File: config.mk
export PLATFORM = sky130hd
export DESIGN_NAME = cpu_controller
export DESIGN_NICKNAME = d
export VERILOG_FILES = /design/src/rtl/cpu_pkg.sv /design/src/rtl/cpu_controller_imm_ext.sv /design/src/rtl/cpu_controller.sv
export SDC_FILE = /design/constraint.sdc
export NUM_CORES = 1
export LEC_CHECK = 0
export BUFFER_PORTS_ARGS = -buffer_cell sky130_fd_sc_hd__buf_2
export CAP_MARGIN = 20
export CORE_MARGIN = 2
export CORE_UTILIZATION = 44
export CTS_CLUSTER_SIZE = 8
export DETAILED_ROUTE_END_ITERATION = 6
export MAX_ROUTING_LAYER = met4
export PLACE_DENSITY_LB_ADDON = 0.3
export SETUP_SLACK_MARGIN = 0.3
export SLEW_MARGIN = 5
export SYNTH_ARGS = -nofsm -noshare
export SYNTH_HDL_FRONTEND = slang
export SYNTH_SLANG_ARGS = --single-unit
File: constraint.sdc
create_clock -name clk -period 2.6 [get_ports clk]
set_clock_uncertainty 0.05 [all_clocks]
set_input_delay 0.26 -clock clk [delete_from_list [all_inputs] [get_ports clk]]
set_output_delay 0.26 -clock clk [all_outputs]
set_load 0.005 [all_outputs]
File: src/rtl/cpu_pkg.sv
// cpu_pkg: shared types and constants for the 16-bit CPU control path.
//   - cpu_state_t : controller FSM states
//   - OP_* / EXT_*: instruction op and ext field encodings
//   - CC_*        : branch condition codes (rd field of Bcond)
//   - FLAG_*      : bit positions of {C,L,F,Z,N} in flags/PSR
package cpu_pkg;

  typedef enum logic [1:0] {
    S_FETCH  = 2'd0,
    S_DECODE = 2'd1,
    S_EXEC   = 2'd2,
    S_LDWB   = 2'd3
  } cpu_state_t;

  // op field [15:12]
  localparam logic [3:0] OP_REG   = 4'b0000;
  localparam logic [3:0] OP_ANDI  = 4'b0001;
  localparam logic [3:0] OP_ORI   = 4'b0010;
  localparam logic [3:0] OP_XORI  = 4'b0011;
  localparam logic [3:0] OP_MEM   = 4'b0100;
  localparam logic [3:0] OP_ADDI  = 4'b0101;
  localparam logic [3:0] OP_SUBI  = 4'b1001;
  localparam logic [3:0] OP_CMPI  = 4'b1011;
  localparam logic [3:0] OP_BCOND = 4'b1100;
  localparam logic [3:0] OP_MOVI  = 4'b1101;
  localparam logic [3:0] OP_LUI   = 4'b1111;

  // ext field [7:4] for register and memory formats
  localparam logic [3:0] EXT_AND  = 4'b0001;
  localparam logic [3:0] EXT_OR   = 4'b0010;
  localparam logic [3:0] EXT_XOR  = 4'b0011;
  localparam logic [3:0] EXT_ADD  = 4'b0101;
  localparam logic [3:0] EXT_SUB  = 4'b1001;
  localparam logic [3:0] EXT_CMP  = 4'b1011;
  localparam logic [3:0] EXT_MOV  = 4'b1101;
  localparam logic [3:0] EXT_LOAD = 4'b0000;
  localparam logic [3:0] EXT_STOR = 4'b0100;

  // Branch condition codes
  localparam logic [3:0] CC_EQ = 4'b0000;
  localparam logic [3:0] CC_NE = 4'b0001;
  localparam logic [3:0] CC_CS = 4'b0010;
  localparam logic [3:0] CC_CC = 4'b0011;
  localparam logic [3:0] CC_HI = 4'b0100;
  localparam logic [3:0] CC_LS = 4'b0101;
  localparam logic [3:0] CC_LT = 4'b1100;
  localparam logic [3:0] CC_GE = 4'b1101;
  localparam logic [3:0] CC_UC = 4'b1110;

  // Flag bit indices within {C,L,F,Z,N}
  localparam int FLAG_C = 4;
  localparam int FLAG_L = 3;
  localparam int FLAG_F = 2;
  localparam int FLAG_Z = 1;
  localparam int FLAG_N = 0;

endpackage

File: src/rtl/cpu_controller_imm_ext.sv
// imm_ext: combinational immediate and branch displacement extender.
//   op   in  4      : instruction op field
//   imm8 in  8      : instruction low byte
//   imm  out DATA_W : ALU immediate (sign/zero/upper extended by op)
//   disp out DATA_W : imm8 sign-extended, used as branch displacement
module imm_ext
  import cpu_pkg::*;
#(
  parameter int DATA_W = 16
) (
  input  logic [3:0]        op,
  input  logic [7:0]        imm8,
  output logic [DATA_W-1:0] imm,
  output logic [DATA_W-1:0] disp
);

  always_comb begin
    imm = '0;
    case (op)
      OP_ADDI, OP_SUBI, OP_CMPI:         imm = {{(DATA_W-8){imm8[7]}}, imm8};
      OP_ANDI, OP_ORI, OP_XORI, OP_MOVI: imm = {{(DATA_W-8){1'b0}}, imm8};
      OP_LUI:                            imm = {imm8, {(DATA_W-8){1'b0}}};
      default:                           imm = '0;
    endcase
  end

  assign disp = {{(DATA_W-8){imm8[7]}}, imm8};

endmodule

File: src/rtl/cpu_controller.sv
// cpu_controller: multi-cycle FETCH/DECODE/EXEC/LDWB control FSM.
// Owns the instruction register and the PSR; all control outputs are
// decoded from the state and IR registers only (no path from flags_in).
//   clk, reset (async, active-low)
//   instr_in     : fetched instruction word (valid in DECODE)
//   flags_in     : ALU flags {C,L,F,Z,N}, latched into PSR at end of EXEC
//   wEnable      : one-hot register write enable
//   opcode, Imm_in, Imm_select, Rdest_select, Rsrc_select : ALU/regfile controls
//   ram_we, addr_sel, wb_sel, pc_en, pc_sel, branch_disp, ir_load : datapath controls
//   state_dbg, psr_dbg : current FSM state and PSR for observation
module cpu_controller
  import cpu_pkg::*;
#(
  parameter int DATA_W = 16,
  parameter int NREGS  = 16
) (
  input  logic              clk,
  input  logic              reset,
  input  logic [DATA_W-1:0] instr_in,
  input  logic [4:0]        flags_in,
  output logic [NREGS-1:0]  wEnable,
  output logic [7:0]        opcode,
  output logic [3:0]        Rdest_select,
  output logic [3:0]        Rsrc_select,
  output logic [DATA_W-1:0] Imm_in,
  output logic              Imm_select,
  output logic              ram_we,
  output logic              addr_sel,
  output logic              wb_sel,
  output logic              pc_en,
  output logic              pc_sel,
  output logic [DATA_W-1:0] branch_disp,
  output logic              ir_load,
  output cpu_state_t        state_dbg,
  output logic [4:0]        psr_dbg
);

  cpu_state_t        state, state_nxt;
  logic [DATA_W-1:0] ir;
  logic [4:0]        psr;

  logic [3:0] f_op, f_rd, f_ext, f_rs;
  logic       alu_reg, alu_imm, is_alu, is_cmp, sets_flags;
  logic       is_load, is_stor, is_bcond, taken;
  logic [NREGS-1:0] rd_onehot;

  assign f_op  = ir[15:12];
  assign f_rd  = ir[11:8];
  assign f_ext = ir[7:4];
  assign f_rs  = ir[3:0];

  // Instruction class decode from IR
  always_comb begin
    alu_reg    = (f_op == OP_REG) &&
                 (f_ext inside {EXT_AND, EXT_OR, EXT_XOR, EXT_ADD, EXT_SUB, EXT_CMP, EXT_MOV});
    alu_imm    = f_op inside {OP_ANDI, OP_ORI, OP_XORI, OP_ADDI, OP_SUBI, OP_CMPI, OP_MOVI, OP_LUI};
    is_alu     = alu_reg || alu_imm;
    is_cmp     = (alu_reg && (f_ext == EXT_CMP)) || (f_op == OP_CMPI);
    sets_flags = (alu_reg && (f_ext inside {EXT_ADD, EXT_SUB, EXT_CMP})) ||
                 (f_op inside {OP_ADDI, OP_SUBI, OP_CMPI});
    is_load    = (f_op == OP_MEM) && (f_ext == EXT_LOAD);
    is_stor    = (f_op == OP_MEM) && (f_ext == EXT_STOR);
    is_bcond   = (f_op == OP_BCOND);
    rd_onehot  = '0;
    rd_onehot[f_rd] = 1'b1;
  end

  // Branch condition evaluated on the registered PSR
  always_comb begin
    taken = 1'b0;
    case (f_rd)
      CC_EQ:   taken = psr[FLAG_Z];
      CC_NE:   taken = !psr[FLAG_Z];
      CC_CS:   taken = psr[FLAG_C];
      CC_CC:   taken = !psr[FLAG_C];
      CC_HI:   taken = psr[FLAG_L];
      CC_LS:   taken = !psr[FLAG_L];
      CC_LT:   taken = !psr[FLAG_N] && !psr[FLAG_Z];
      CC_GE:   taken = psr[FLAG_N] || psr[FLAG_Z];
      CC_UC:   taken = 1'b1;
      default: taken = 1'b0;
    endcase
  end

  // State, IR and PSR registers
  always_ff @(posedge clk or negedge reset) begin
    if (!reset) begin
      state <= S_FETCH;
      ir    <= '0;
      psr   <= '0;
    end else begin
      state <= state_nxt;
      if (state == S_DECODE)
        ir <= instr_in;
      if ((state == S_EXEC) && sets_flags)
        psr <= flags_in;
    end
  end

  // Next state and per-state strobes. FETCH drives every strobe low, so
  // the async reset forcing FETCH also kills all writes immediately.
  always_comb begin
    state_nxt = state;
    wEnable   = '0;
    ram_we    = 1'b0;
    addr_sel  = 1'b0;
    wb_sel    = 1'b1;
    pc_en     = 1'b0;
    pc_sel    = 1'b0;
    ir_load   = 1'b0;
    case (state)
      S_FETCH: begin
        state_nxt = S_DECODE;
      end
      S_DECODE: begin
        ir_load   = 1'b1;
        state_nxt = S_EXEC;
      end
      S_EXEC: begin
        state_nxt = S_FETCH;
        if (is_alu) begin
          if (!is_cmp) wEnable = rd_onehot;
          pc_en = 1'b1;
        end else if (is_stor) begin
          ram_we   = 1'b1;
          addr_sel = 1'b1;
          pc_en    = 1'b1;
        end else if (is_load) begin
          addr_sel  = 1'b1;
          state_nxt = S_LDWB;
        end else if (is_bcond) begin
          pc_en  = 1'b1;
          pc_sel = taken;
        end else begin
          pc_en = 1'b1;  // undefined encoding: NOP
        end
      end
      S_LDWB: begin
        addr_sel  = 1'b1;
        wEnable   = rd_onehot;
        wb_sel    = 1'b0;
        pc_en     = 1'b1;
        state_nxt = S_FETCH;
      end
      default: state_nxt = S_FETCH;
    endcase
  end

  // Field-derived outputs straight from IR
  always_comb begin
    opcode = 8'h00;
    if (alu_reg)      opcode = {4'b0000, f_ext};
    else if (alu_imm) opcode = {f_op, 4'b0000};
  end

  assign Imm_select   = alu_imm;
  assign Rdest_select = f_rd;
  assign Rsrc_select  = f_rs;
  assign state_dbg    = state;
  assign psr_dbg      = psr;

  imm_ext #(.DATA_W(DATA_W)) u_imm_ext (
    .op   (f_op),
    .imm8 (ir[7:0]),
    .imm  (Imm_in),
    .disp (branch_disp)
  );

endmodule

Word level (Yosys, flattened, before mapping) --
Index checks and enable logic that the tools add are counted.
Cells by class: add/subtract/negate cells 0, $mul 0, magnitude comparators 2, reduce and logical (&&, ||, !) cells 26, div/mod/pow operators 0, mux-type cells 31, equality and inequality tests 29, bitwise operators 0, shift-type cells 0
Operator list (count):
- one-hot mux 16 bit (3 select lines) | 1
- equality test 4 bit, second input constant | 11
- two-way mux 16 bit | 2
- one-hot mux 16 bit (2 select lines) | 1
- equality test 4 x 2 -> 1 bit, second input constant | 6
- equality test 4 x 3 -> 1 bit, second input constant | 6
- two-way mux 1 bit | 17
- two-way mux 8 bit | 2
- equality test 4 x 1 -> 1 bit, second input constant | 3
- logical NOT 4 bit | 3
- one-hot mux 1 bit (9 select lines) | 1
- logical AND 1 bit | 8
- one-hot mux 2 bit (4 select lines) | 1
- nonzero test 8 bit | 1
- nonzero test 7 bit | 1
- two-way mux 2 bit | 3
- nonzero test 3 bit | 2
- less-than comparator 4 x 5 -> 1 bit, second input constant | 1
- demux 1 bit (select 4 bit) | 1
- equality test 2 bit, second input constant | 2
- greater-or-equal comparator 4 x 1 -> 1 bit, second input constant | 1
- logical NOT 1 bit | 4
- logical OR 1 bit | 4
- one-hot mux 1 bit (2 select lines) | 2
- 4 further kinds | 4
Storage, ports and cells: memories 0, memory bits (read-only) 0, output and inout port bits 78, logic and storage cells 91, latch bits 0, memory bits (writable) 0, bits in registers 23

Logic depth before layout (Yosys ltp) --
depth in word-level cells 8, depth in mapped cells 7, depth with buffers taken out 4

Hierarchy --
From an unflattened synthesis, not the netlist that was laid out.
Second synthesis, totals: cell total of the unflattened synthesis 198, area total of the unflattened synthesis 1874.3 µm²
Modules (own cells, without submodules):
- cpu_controller | cells an instance 151, area each 1542.7 µm², sequential area each 575.6 µm², instances 1
- imm_ext | cells an instance 47, area each 331.6 µm², sequential area each 0.0 µm², instances 1

Least setup slack after synthesis --
Ideal clock, no wire load.
kind flip-flop to output port, start reg ir[13], end out wEnable[10], stages on the path, launching flop included 7, arrival 1936 ps, slack 354 ps, path through dfrtp_1 -> or4_1 -> buf_2 -> or4_4 -> o311ai_4 -> buf_8 -> nor3_1
Between the ends: longest elaborated chain between the ends 7, elaborated cells on any way between the ends 17, classes of those cells eq/ne (8); mux (3); reduce/logical (6)
Ends and longest elaborated chain:
- from (decl) | RTL line cpu_controller.sv:39 | logic [DATA_W-1:0] ir;
- from (signal assigned) | RTL line cpu_controller.sv:94 | ir <= instr_in;
- logical NOT 4 bit | RTL line cpu_controller.sv:54 | alu_reg = (f_op == OP_REG) &&
- logical AND 1 bit | RTL line cpu_controller.sv:54
- logical AND 1 bit | RTL line cpu_controller.sv:58 | is_cmp = (alu_reg && (f_ext == EXT_CMP)) || (f_op == OP_CMPI);
- logical OR 1 bit | RTL line cpu_controller.sv:58
- two-way mux 16 bit | RTL line cpu_controller.sv:122 | if (!is_cmp) wEnable = rd_onehot;
- two-way mux 16 bit * | RTL line cpu_controller.sv:121 | if (is_alu) begin
- one-hot mux 16 bit (2 select lines) * | RTL line cpu_controller.sv:111 | case (state)
- to (decl) | RTL line cpu_controller.sv:21 | output logic [NREGS-1:0] wEnable,
Every way passes the cells marked *; elsewhere a longest branch is shown, timed or not.

Final worst setup path --
start reg ir[14], end out wEnable[9]
The elaborated chain is that of the path after synthesis.

==> key figures <==
Run status
  • Status: complete, no violations

Clock network
  • Worst-skew pair later-pin latency: 260 ps
  • Root Buffer: clkbuf_8
  • H-tree depth: 1
  • CTS max path bufs: 2
  • TritonCTS Sinks: 23
  • Clock-pin slew on the worst setup and hold paths: 70 ps
  • TritonCTS clock tree: built
  • Total CTS buffers: 3

Final layout
  • Area of the multi-input gates: 1000 um2
  • Layout cell share with drive strength beyond 1: 0.548
  • Nets: 307
  • Reg area: 577 um2
  • Commonest non-fill, non-tap cell in the layout: buf_2
  • Leading cell types in the layout, fill and taps excluded: 99 x buf_2, 23 x nand2_1, 22 x dfrtp_1, 18 x mux2_2
  • P&R area growth vs syn: 34.9%
  • Layout fillers: between 300 and 400
  • Antenna cell count: 0
  • Design area: 2330 um2
  • Finished Layout Cells: approximately 330

Floorplanning
  • Core area: 3720 um2
  • Die height: 66.7 um
  • Placement row count: 22
  • DIE WIDTH: 66.7 um
  • Initial core utilization: 0.465
  • Die area: approximately 4400 um2
  • Ports: ~100

Detailed routing
  • Number of vias per cell: 5.05
  • Antenna Nets Post-Route: 0
  • DRC: 0
  • Initial DRC Count: 91
  • Routed len/inst: 13.8 um
  • Initial DRT Pass Iterations: 4
  • Routed WL: 4.57 mm
  • Via count: about 1.7k

Critical path
  • Crit path max fanout: 8
  • R2R cell count: 4
  • CP Depth: 6
  • Startpoint types: register
  • Critical path's largest stage delay: 580 ps
  • Slowest cell on the critical path: or4_4
  • WP buf/inv: 2
  • Reg2reg setup slack: about 470 ps
  • Data required time at the worst endpoint: 2290 ps
  • Data arrival time of the worst path: 2140 ps
  • CP top delay family: simple AND/OR/NAND/NOR gates
  • Critical Path, Cell by Cell: or4_4, a211oi_4, buf_4, o311ai_4, nor3_1, buf_2
  • Critical Path End Type: primary output
  • Worst Path Class, Setup: register to primary output

STA
  • Setup_tns: 0 ps
  • Final hold vios: 0
  • Max Slew Vio Count: 0
  • Final worst setup slack: around 150 ps
  • Final period utilization: 0.941
  • Slew headroom: 0.610
  • Tmin final: 2450 ps
  • Worst-Margin Slew: 585 ps
  • RSZ-0062 raised after global routing: true
  • Fmax: 0.409 GHz
  • Final setup vio count: 0
  • Fin Hold WS: 154 ps

Yosys
  • Post-synthesis sequential area ratio: 0.333
  • Mean area per synthesized cell: approximately 8.7 um2
  • Post-synthesis compound-gate area fraction: 0.109
  • Largest family of logic cells by synthesized area: simple AND/OR/NAND/NOR gates
  • Synth unique cells: 42
  • Syn Nets: 222
  • Number of synthesized register bits: 23
  • Synth Area in XOR/XNOR: 0.00507
  • Post-Syn Instances: 199
  • Ys flop type: dfrtp_1
  • Post-Syn Area: 1730 um2
  • Ys async rst share: 1.00
  • Synth warnings: 0
  • Post-synthesis mux area share: 0.123
  • Synth Area in Simple Gates: 0.281
  • Synth Area in Adders: 0
  • Number of flops mapped to enable cells by yosys: 0

Hold path
  • Hold Path Depth: 3
  • Hold Path Class: input port to register

Global route
  • First-pass GRT wire length: around 7.2 mm
  • Initial antenna violation count: 0
  • Global route overflow: 0
  • Pin count of the biggest net entering global routing: 24
  • Vias in the first global route: about 1.5k
  • Tot GR Track Use: 0.219

Run
  • Max-Cap Viols: 0

Power and ir drop
  • VDD IR-drop max: 0.567 mV
  • Pwr dens: 1250 nW/um2
  • LEAKAGE: 1.17 nW

Placement
  • Placer Congestion: just over 0.8
  • DP Wirelength: ~3.2 mm
  • DP Area: between 2000 and 2500 um2
  • IO Port Bufs: 100
  • Placed cells: approximately 320
  • Placement Setup Slack: 242 ps
## power breakdown
group          internal [W]  switching, W  total, W
combinational      0.000944      0.000920   0.00186
clock              0.000109      0.000105  0.000214
sequential         0.000540      0.000291  0.000831
total               0.00159       0.00132   0.00291
## Yosys cell counts (2+ instances only)
| master | instances | share of area |
|---|---|---|
| o21bai_1 | 2 | 0.0087 |
| a21oi_1 | 3 | 0.0087 |
| o21a_1 | 2 | 0.0087 |
| or2_2 | 2 | 0.0072 |
| nor3_1 | 14 | 0.041 |
| and2_1 | 13 | 0.047 |
| o21ai_0 | 5 | 0.014 |
| nor4_1 | 5 | 0.018 |
| or4_1 | 2 | 0.0087 |
| nor2b_1 | 3 | 0.011 |
| nand2_1 | 24 | 0.052 |
| clkbuf_1 | 9 | 0.020 |
| nor2_1 | 9 | 0.020 |
| buf_4 | 24 | 0.10 |
| nand2b_1 | 10 | 0.036 |
| inv_1 | 6 | 0.013 |
| dfrtp_1 | 23 | 0.33 |
| mux2_2 | 18 | 0.12 |
| nand3_1 | 2 | 0.0058 |
## kinds of logic after synthesis
family,count (synthesis)
XOR/XNOR,1
AO/OA/AOI/OAI,24
buffers and inverters,41
multiplexers,19
AND/OR/NAND/NOR,91
flip-flops,23
## flip-flops by register name, summed over array words and instances, names as in the netlist
signal	flops
state_dbg	2
ir	16
psr_dbg	5
## repair_timing
item	4_1_cts	5_1_grt
cloned	1	0
buffers inserted	5	1
hold buffers	1	0
hold endpoints to repair	23	0
resized for setup	13	7
pin swaps	22	3
endpoints found under the setup margin	19	26
## layout make-up
| type | instances | area share |
|---|---|---|
| Tap cell | 48 | 0.0258 |
| Clock buffer | 4 | 0.0193 |
| Timing Repair Buffer | 114 | 0.267 |
| Sequential cell | 23 | 0.247 |
| Multi-Input combinational cell | 136 | 0.431 |
| Inverter | 6 | 0.00966 |
## worst register-to-register path: stages (launching register included)
cell	delay, ps
dfrtp_1	490
or3b_2	480
a211oi_1	290
o31a_1	320
mux2_2	390
## per-layer routing
layer	wire length, um	part of all wire	track usage
met1	2070	0.45	0.294
met2	2250	0.49	0.350
met3	203	0.044	0.0203
met4	40	0.0088	0.0740
met5	0	0	-
## metrics by stage
stage / power (W) / util
after floorplan: 0.00203 / -
after global placement: 0.00246 / 0.568
after detailed placement: 0.00248 / 0.568
after CTS: 0.00287 / 0.615
after global routing: 0.00318 / 0.627
final: 0.00291 / 0.627
## final timing paths
check	start	end
max	ir[14]	wEnable[9]
min	instr_in[5]	ir[5]
max reg2reg	ir[5]	psr_dbg[4]
min reg2reg	psr_dbg[2]	psr_dbg[2]
max in group asynchronous	reset	ir[7]
min in group asynchronous	reset	ir[10]
(Power assumes the default switching activity.)
